`config.mk`:
```
export PLATFORM = sky130hd
export DESIGN_NAME = dp_rr_arbiter
export DESIGN_NICKNAME = d
export VERILOG_FILES = /design/src/rtl/dp_rr_arbiter.sv
export SDC_FILE = /design/constraint.sdc
export NUM_CORES = 1
export LEC_CHECK = 0
export CAP_MARGIN = 20
export CORE_ASPECT_RATIO = 1.75
export CORE_MARGIN = 8
export CORE_UTILIZATION = 35
export CTS_CLUSTER_SIZE = 12
export DETAILED_ROUTE_END_ITERATION = 8
export HOLD_SLACK_MARGIN = 0.12
export PLACE_DENSITY = 0.73
export RECOVER_POWER = 50
export SLEW_MARGIN = 5
export SYNTH_ARGS = -nofsm -noshare
export SYNTH_HDL_FRONTEND = slang
export SYNTH_SLANG_ARGS = --single-unit
```
`constraint.sdc`:
```
create_clock -name i_clk -period 2.7 [get_ports i_clk]
set_input_delay 0.54 -clock i_clk [delete_from_list [all_inputs] [get_ports i_clk]]
set_output_delay 0.54 -clock i_clk [all_outputs]
set_load 0.05 [all_outputs]
```
`src/rtl/dp_rr_arbiter.sv`:
```
// -----------------------------------------------------------------------------
// dp_rr_arbiter
//
// Shares one short-latency logic datapath unit between N_REQ requesters.
// A round-robin pick is made in IDLE. The winner's operands and opcode are
// captured into registers, and a one-cycle issue strobe is sent to the
// datapath. The block then waits for the datapath completion strobe, with a
// watchdog guarding the wait. The result, or a timeout error, goes back to the
// granted requester as a one-cycle done pulse.
//
// Ports:
//   i_clk, i_rst_n         clock (rising edge), async active-low reset
//   i_req                  per-requester request level
//   i_opa, i_opb, i_op     packed per-requester operands / opcode
//   o_gnt                  one-hot grant, held from ISSUE through RESP
//   o_done                 one-hot one-cycle completion pulse
//   o_result, o_err        result and timeout flag, valid with o_done
//   o_dp_a/b/op            registered operands / opcode to the datapath
//   o_dp_valid             one-cycle issue strobe to the datapath
//   i_dp_result, i_dp_done datapath result and completion strobe
//   o_busy                 high whenever the FSM is not in IDLE
// -----------------------------------------------------------------------------
module dp_rr_arbiter #(
  parameter int N_REQ   = 4,
  parameter int DATA_W  = 8,
  parameter int OP_W    = 2,
  parameter int TIMEOUT = 15
) (
  input  logic                      i_clk,
  input  logic                      i_rst_n,
  input  logic [N_REQ-1:0]          i_req,
  input  logic [N_REQ*DATA_W-1:0]   i_opa,
  input  logic [N_REQ*DATA_W-1:0]   i_opb,
  input  logic [N_REQ*OP_W-1:0]     i_op,
  output logic [N_REQ-1:0]          o_gnt,
  output logic [N_REQ-1:0]          o_done,
  output logic [DATA_W-1:0]         o_result,
  output logic                      o_err,
  output logic [DATA_W-1:0]         o_dp_a,
  output logic [DATA_W-1:0]         o_dp_b,
  output logic [OP_W-1:0]           o_dp_op,
  output logic                      o_dp_valid,
  input  logic [DATA_W-1:0]         i_dp_result,
  input  logic                      i_dp_done,
  output logic                      o_busy
);

  localparam int IDX_W = (N_REQ > 1) ? $clog2(N_REQ) : 1;
  localparam logic [7:0] TIMEOUT_C = 8'(TIMEOUT);

  typedef enum logic [1:0] {
    S_IDLE  = 2'd0,
    S_ISSUE = 2'd1,
    S_WAIT  = 2'd2,
    S_RESP  = 2'd3
  } state_t;

  state_t              state_q,    state_d;
  logic [IDX_W-1:0]    ptr_q,      ptr_d;
  logic [IDX_W-1:0]    gidx_q,     gidx_d;
  logic [7:0]          wd_q,       wd_d;
  logic [N_REQ-1:0]    gnt_q,      gnt_d;
  logic [N_REQ-1:0]    done_q,     done_d;
  logic [DATA_W-1:0]   result_q,   result_d;
  logic                err_q,      err_d;
  logic [DATA_W-1:0]   dp_a_q,     dp_a_d;
  logic [DATA_W-1:0]   dp_b_q,     dp_b_d;
  logic [OP_W-1:0]     dp_op_q,    dp_op_d;
  logic                dp_valid_q, dp_valid_d;
  logic                busy_q,     busy_d;

  logic                found_s;
  logic [IDX_W-1:0]    sel_idx_s;
  logic [IDX_W-1:0]    ptr_nxt_s;
  logic [7:0]          wd_inc_s;

  // Round-robin pick: the scan runs from the farthest offset down to offset 0.
  // Because each later hit overwrites the earlier one, the surviving
  // selection is the first set bit at or after the pointer, wrapping past the
  // top.
  always_comb begin
    sel_idx_s = '0;
    found_s   = |i_req;
    for (int i = N_REQ - 1; i >= 0; i--) begin
      int               cand;
      logic [IDX_W-1:0] cidx;
      cand      = (int'(ptr_q) + i) % N_REQ;
      cidx      = IDX_W'(cand);
      sel_idx_s = i_req[cidx] ? cidx : sel_idx_s;
    end
  end

  // Pointer successor of the granted requester, wrapping at N_REQ-1.
  always_comb begin
    if (gidx_q == IDX_W'(N_REQ - 1)) begin
      ptr_nxt_s = '0;
    end else begin
      ptr_nxt_s = gidx_q + IDX_W'(1);
    end
  end

  assign wd_inc_s = wd_q + 8'd1;

  // Next-state and next-output logic. Every register holds by default.
  always_comb begin
    state_d    = state_q;
    ptr_d      = ptr_q;
    gidx_d     = gidx_q;
    wd_d       = wd_q;
    gnt_d      = gnt_q;
    done_d     = done_q;
    result_d   = result_q;
    err_d      = err_q;
    dp_a_d     = dp_a_q;
    dp_b_d     = dp_b_q;
    dp_op_d    = dp_op_q;
    dp_valid_d = 1'b0;

    case (state_q)
      S_IDLE: begin
        if (found_s) begin
          gidx_d     = sel_idx_s;
          gnt_d      = {{(N_REQ-1){1'b0}}, 1'b1} << sel_idx_s;
          dp_a_d     = i_opa[sel_idx_s*DATA_W +: DATA_W];
          dp_b_d     = i_opb[sel_idx_s*DATA_W +: DATA_W];
          dp_op_d    = i_op[sel_idx_s*OP_W +: OP_W];
          dp_valid_d = 1'b1;
          state_d    = S_ISSUE;
        end else begin
          state_d    = S_IDLE;
        end
      end
      S_ISSUE: begin
        wd_d    = 8'd0;
        state_d = S_WAIT;
      end
      S_WAIT: begin
        wd_d = wd_inc_s;
        // A completion that lands on the timeout cycle takes priority.
        if (i_dp_done) begin
          result_d = i_dp_result;
          err_d    = 1'b0;
          done_d   = gnt_q;
          state_d  = S_RESP;
        end else if (wd_inc_s == TIMEOUT_C) begin
          result_d = '0;
          err_d    = 1'b1;
          done_d   = gnt_q;
          state_d  = S_RESP;
        end else begin
          state_d  = S_WAIT;
        end
      end
      S_RESP: begin
        ptr_d    = ptr_nxt_s;
        gnt_d    = '0;
        done_d   = '0;
        err_d    = 1'b0;
        result_d = '0;
        state_d  = S_IDLE;
      end
      default: begin
        gnt_d    = '0;
        done_d   = '0;
        err_d    = 1'b0;
        result_d = '0;
        state_d  = S_IDLE;
      end
    endcase

    busy_d = (state_d != S_IDLE);
  end

  // State and output registers. An asynchronous reset aborts silently.
  always_ff @(posedge i_clk or negedge i_rst_n) begin
    if (!i_rst_n) begin
      state_q    <= S_IDLE;
      ptr_q      <= '0;
      gidx_q     <= '0;
      wd_q       <= 8'd0;
      gnt_q      <= '0;
      done_q     <= '0;
      result_q   <= '0;
      err_q      <= 1'b0;
      dp_a_q     <= '0;
      dp_b_q     <= '0;
      dp_op_q    <= '0;
      dp_valid_q <= 1'b0;
      busy_q     <= 1'b0;
    end else begin
      state_q    <= state_d;
      ptr_q      <= ptr_d;
      gidx_q     <= gidx_d;
      wd_q       <= wd_d;
      gnt_q      <= gnt_d;
      done_q     <= done_d;
      result_q   <= result_d;
      err_q      <= err_d;
      dp_a_q     <= dp_a_d;
      dp_b_q     <= dp_b_d;
      dp_op_q    <= dp_op_d;
      dp_valid_q <= dp_valid_d;
      busy_q     <= busy_d;
    end
  end

  assign o_gnt      = gnt_q;
  assign o_done     = done_q;
  assign o_result   = result_q;
  assign o_err      = err_q;
  assign o_dp_a     = dp_a_q;
  assign o_dp_b     = dp_b_q;
  assign o_dp_op    = dp_op_q;
  assign o_dp_valid = dp_valid_q;
  assign o_busy     = busy_q;

endmodule

```
==> results of run 1 <==
cell families after synthesis:
logic type,after synthesis,share of synthesized area [%]
AO/OA/AOI/OAI,136,31.9
AND/OR/NAND/NOR,103,16.8
flip-flops,51,41.1
buffers and inverters,39,5.20
adder cells (fa/ha/maj),7,2.82
multiplexers,5,1.69
XOR/XNOR,2,0.564
power groups by stage:
stage,logic (mW),registers [mW],clock network [mW]
CTS,3.07,1.29,0.649
global placement,3.00,1.28,0
detailed placement,3.07,1.30,0
floorplan,1.23,2.06,0
global route,3.26,1.33,0.677
finish,3.02,1.28,0.631
flip-flops by register name, summed over array words and instances, names as in the netlist:
register,flops
gidx_q,2
o_busy,1
o_done,4
o_dp_a,8
o_dp_b,8
o_dp_op,2
o_dp_valid,1
o_err,1
o_gnt,4
o_result,8
ptr_q,2
state_q,2
wd_q,8
stage by stage:
| step | util, % | instance area [um2] | total power, mW |
|---|---|---|---|
| global route | 53.1 | 4600 | 5.26 |
| detailed placement | 51.6 | 4470 | 4.37 |
| floorplan | - | 3110 | 3.29 |
| CTS | 53.2 | 4620 | 5.01 |
| finish | 53.1 | 4600 | 4.93 |
| global placement | 51.6 | 4470 | 4.29 |
final cells by class:
| class | instances | area [um2] | share of cell area (%) |
|---|---|---|---|
| timing repair buffer | 133 | 1320 | 28.6 |
| multi-input combinational | 253 | 1680 | 36.5 |
| tap | 117 | 146 | 3.18 |
| sequential | 51 | 1280 | 27.7 |
| inverter | 10 | 37.5 | 0.815 |
| clock buffer | 6 | 139 | 3.02 |
| clock inverter | 1 | 5.00 | 0.109 |
worst reg2reg max path: stages, from the launching register on:
cell and delay (ps):
dfrtp_1 440, ha_1 270, nand3_1 210, or3_4 430, o211a_2 150, a21o_4 260
a221o_1 350
metal layers:
layer  vias to the layer above  share of wire (%)  GRT usage [%]
met4                         0                2.9           6.84
met2                        97                 55           32.6
met5                         -                  0              0
met3                        16                5.2           4.07
li1                       1502                  -              -
met1                      1442                 37           16.6
worst paths after layout:
path | startpoint | to | slack, ps | cells past startpoint
min | i_rst_n | o_result[2]$_DFFE_PN0P_ | 350 | 1
min in group i_clk | o_dp_a[0]$_DFFE_PN0P_ | o_dp_a[0]$_DFFE_PN0P_ | 480 | 2
max in group asynchronous | i_rst_n | o_dp_a[7]$_DFFE_PN0P_ | 800 | 2
max | i_req[1] | o_dp_a[7]$_DFFE_PN0P_ | 420 | 6
max reg2reg | wd_q[1]$_DFFE_PN0P_ | o_busy$_DFF_PN0_ | 470 | 6
min reg2reg | o_dp_a[0]$_DFFE_PN0P_ | o_dp_a[0]$_DFFE_PN0P_ | 480 | 2
cells in the final DEF (no fill, tap or decap), drive strengths merged, types with 7 or more instances in the layout:
| cell | n |
|---|---|
| a211oi | 36 |
| a32oi | 8 |
| buf | 8 |
| clkbuf | 9 |
| clkdlybuf4s50 | 115 |
| dfrtp | 51 |
| dlygate4sd3 | 7 |
| ha | 7 |
| inv | 10 |
| nand2 | 57 |
| nor2 | 8 |
| nor3b | 19 |
| o211ai | 11 |
| o21a | 19 |
| o21ai | 20 |
| o31ai | 20 |
==> flow_summary.toml, run 1 <==
[outcome]
status = "finished clean"

[logic_synthesis]
yosysMostFrequentCell = "nand2_1"
ys_top_cells_by_count = "nand2_1, dfrtp_1, a211oi_1"
ys.flop_type = "dfrtp_1"
synth_top_area_share_pct = 41.1
syn_inst = 343
synth.avg_cell_area_um2 = 9.06
yosysWarnings = 0
syn_area_um2 = 3110
synth-async-reset-ratio_pct = 100
netlist-cell-type-count = 43
ys_seq_area_share_pct = 41.1
syn_nets = 437
synth_edf_count = 0
yosysTopAreaCell = "dfrtp_1"
synthTopCellsByArea = "dfrtp_1, a211oi_1, nand2_1"
ys_seq_elements = 51

[clocking]
clock_path_buffers = 2
htree_num_levels = 2
cts_num_sinks = 51
cts_root_buf = "clkbuf_16"
post_cts_buffers = 0
cts_tree = "built"
cts_hold_buf = 0
clk_latency_ps = 290
cts_made_buffers = 5
cts_resized = 0
clk_pin_slew_ps = 60

[critical_path]
cpMaxStageDelayCell = "clkdlybuf4s50_1"
endpoint_kind = "register"
crit_family = "compound AO/OA/AOI/OAI gates"
cp_cell_sequence = "clkdlybuf4s50_1 > a21boi_0 > o22ai_2 > or2_2 > a211oi_1 > o31ai_1"
crit_fanout = 21
worst-path-buf-inv = 1
worst_path_largest_cell_delay_ps = 560
arrival_ps = 2450
required_ps = 2870
start_kind = "input pin"
crit_type = "in2reg"

[placed_design]
hpwl_mm = 7.73
dp.cells = 564
portBuffers = 123
dp_slack_ps = 104
gp_congestion = 0.792

[timing]
whs_ps = 346
fin_skew_ps = 2.67
worst_slack_ps = 416
worst_slew_pin_slew_ps = 1170
setup_viol = 0
hold_violations = 0
fmax_mhz = 438
slew_violations = 0
setup_tns_ps = 0
rsz0062_at_grt = "no"
relSlewSlack_pct = 22.2
post-route-period-util_pct = 84.6
period_minus_slack_ps = 2280

[routing]
wire_per_inst_um = 17.5
ant_nets = 0
wl_mm = 9.98
drc_errors = 0
firstDrtPassIters = 5
vias_per_cell = 5.35
vias = 3057
drtIter0Drc = 89

[power_and_ir_drop]
leakage_nw = 1.79
switchingPower_mw = 2.44
pwr-share-seq_pct = 26.0
p_clk_share_pct = 12.8
swShare_pct = 49.4
p_per_area_nw_per_um2 = 1070
cell_internal_pwr_mw = 2.49
p_comb_share_pct = 61.2
max-vdd-ir-drop_mv = 0.533

[global_routing]
overflow = 0
grt_max_degree = 41
antenna_found_initial = 0
grt_pass1_wl_mm = 16.7
grt_pass1_vias = 3418
grt_util_all_layers_pct = 17.0

[layout]
drive_gt1_share_pct = 5.95
fillers = 836
diodes = 0
syn2layout_area_growth_pct = 48.2
nets = 548
fin_cells = 571

[die]
ios = 124
die_w_um = 87.2
die_h_um = 141
core_um2 = 8670
row_count = 45
die_area_um2 = 12300
start_util_pct = 35.8

[min_path]
hp-class = "in2async"

[job]
maxCapViolCount = 0
No activity file was read; power rests on OpenSTA's default activity.
==> run 2: changes to the inputs <==
Clock period 2.7 ns to 2.3 ns, I/O delays scaled along.
==> flow_summary.toml, run 2 (synthesis results as in run 1) <==
[power_and_ir_drop]
pwr-share-seq_pct = 25.5
p_per_area_nw_per_um2 = 1260
leakage_nw = 1.83
cell_internal_pwr_mw = 3.01
p_comb_share_pct = 61.0
swShare_pct = 49.2
max-vdd-ir-drop_mv = 0.626
p_clk_share_pct = 13.6
switchingPower_mw = 2.92
total_power_mw = 5.93

[global_routing]
grt_util_met2_pct = 33.0
grt_max_degree = 41
top_usage_layer = "met2"
use_met1_pct = 17.5
use_met3_pct = 3.73
grt_util_all_layers_pct = 17.1
overflow = 0
grt_pass1_vias = 3324
grt_pass1_wl_mm = 16.7
antenna_found_initial = 0

[min_path]
holdPathEnd = "o_dp_b[0]$_DFFE_PN0P_"
min-delay-start = "o_dp_b[0]$_DFFE_PN0P_"
hold_depth = 2
hp-class = "reg2reg"

[timing]
fmax_mhz = 465
worst_slew_pin_slew_ps = 1890
rsz0062_at_grt = "no"
worst_slack_ps = 148
hold_violations = 0
post-route-period-util_pct = 93.6
setup_viol = 0
relSlewSlack_pct = -26.1
slew_violations = 35
fin_skew_ps = 3.18
period_minus_slack_ps = 2150

[layout]
syn2layout_area_growth_pct = 51.3
fin_area_um2 = 4700
drive_gt1_share_pct = 8.01
layout.cells.most_common = "clkdlybuf4s50_1"
fin_cells = 579
final_cell_mix = "clkdlybuf4s50_1, nand2_1, dfrtp_1, a211oi_1"
nets = 555
fin_util_pct = 54.2
diodes = 0
fillers = 854

[clocking]
post_cts_buffers = 0
clk_pin_slew_ps = 70
clk_latency_ps = 290
clock_path_buffers = 2
cts_root_buf = "clkbuf_16"
htree_num_levels = 2
cts_made_buffers = 5
cts_tree = "built"
cts_resized = 0
cts_num_sinks = 51
cts_hold_buf = 0

[die]
die_area_um2 = 12300
die_w_um = 87.2
start_util_pct = 35.8
row_count = 45
core_um2 = 8670
die_h_um = 141
ios = 124

[critical_path]
crit_start = "wd_q[0]$_DFFE_PN0P_"
crit_fanout = 10
r2r_slack_ps = 150
r2r_end = "o_busy$_DFF_PN0_"
start_kind = "register"
arrival_ps = 2320
required_ps = 2470
rr_startpoint = "wd_q[0]$_DFFE_PN0P_"
endpoint_kind = "register"
reg2reg_depth = 6
crit_type = "reg2reg"

[routing]
drc_errors = 0
wl_mm = 10.3
firstDrtPassIters = 4
vias_per_cell = 5.40
wire_per_inst_um = 17.8
vias = 3125
ant_nets = 0
drtIter0Drc = 107

[placed_design]
gp_congestion = 0.819
hpwl_mm = 7.90
placed_area_um2 = 4560
portBuffers = 123
dp.cells = 571
dp_slack_ps = -119

[job]
maxCapViolCount = 1

[outcome]
status = "complete, but fails checks"
violations = "capacitance limit, slew limit"
[run 2: cell types whose count changed in the layout (fill, tap and decap cells not counted)]
cell and change:
nand3_2 +1, buf_12 +2, clkbuf_2 +2, buf_4 +3, clkbuf_4 +1, nand3_1 -1, dlygate4sd3_1 -3, clkbuf_8 +1
clkinv_2 -1, clkinvlp_4 +1, clkdlybuf4s50_1 +3, clkbuf_1 -1
[run 2: layout make-up]
type | instances | area (um2) | share of cell area [%]
Multi-Input combinational cell | 253 | 1690 | 35.9
Tap cell | 117 | 146 | 3.11
Timing Repair Buffer | 140 | 1390 | 29.7
Inverter | 10 | 37.5 | 0.799
Sequential cell | 51 | 1280 | 27.1
Clock buffer | 7 | 153 | 3.25
Clock inverter | 1 | 7.51 | 0.160
[run 2: worst max-delay path: stages (launching register included)]
cell and delay (ps):
dfrtp_1 440, ha_1 290, nand3_2 150, or3_4 410, o211a_2 150, a21o_4 260
a221o_1 340
[run 2: layer usage]
metal,up-vias,share of wire (%)
met5,-,0
met2,81,57
met3,14,4.7
met1,1513,36
li1,1517,-
met4,0,1.8
[run 2: worst max-delay path by stage]
| stage | to | slack, ps | depth (start not counted) |
|---|---|---|---|
| global route | o_busy$_DFF_PN0_ | 60 | 6 |
| global placement | o_gnt[2]$_DFFE_PN0P_ | -0.04 | 6 |
| detailed placement | o_dp_b[1]$_DFFE_PN0P_ | -120 | 6 |
| floorplan | o_busy$_DFF_PN0_ | 340 | 6 |
| finish | o_busy$_DFF_PN0_ | 150 | 6 |
| CTS | o_busy$_DFF_PN0_ | 150 | 6 |
[run 2: power by group through the flow]
stage / Combinational (mW) / Clock (mW) / Sequential (mW)
floorplan: 1.45 / 0 / 2.42
global placement: 3.62 / 0 / 1.50
detailed placement: 3.70 / 0 / 1.52
CTS: 3.71 / 0.806 / 1.52
global route: 3.90 / 0.846 / 1.56
finish: 3.62 / 0.803 / 1.51
[run 2: stage by stage]
stage,hold WS [ps],setup TNS [ps]
5_1_grt,524,0
2_1_floorplan,164,0
3_3_place_gp,460,-0.0357
6_report,482,0
4_1_cts,283,0
3_5_place_dp,467,-1210
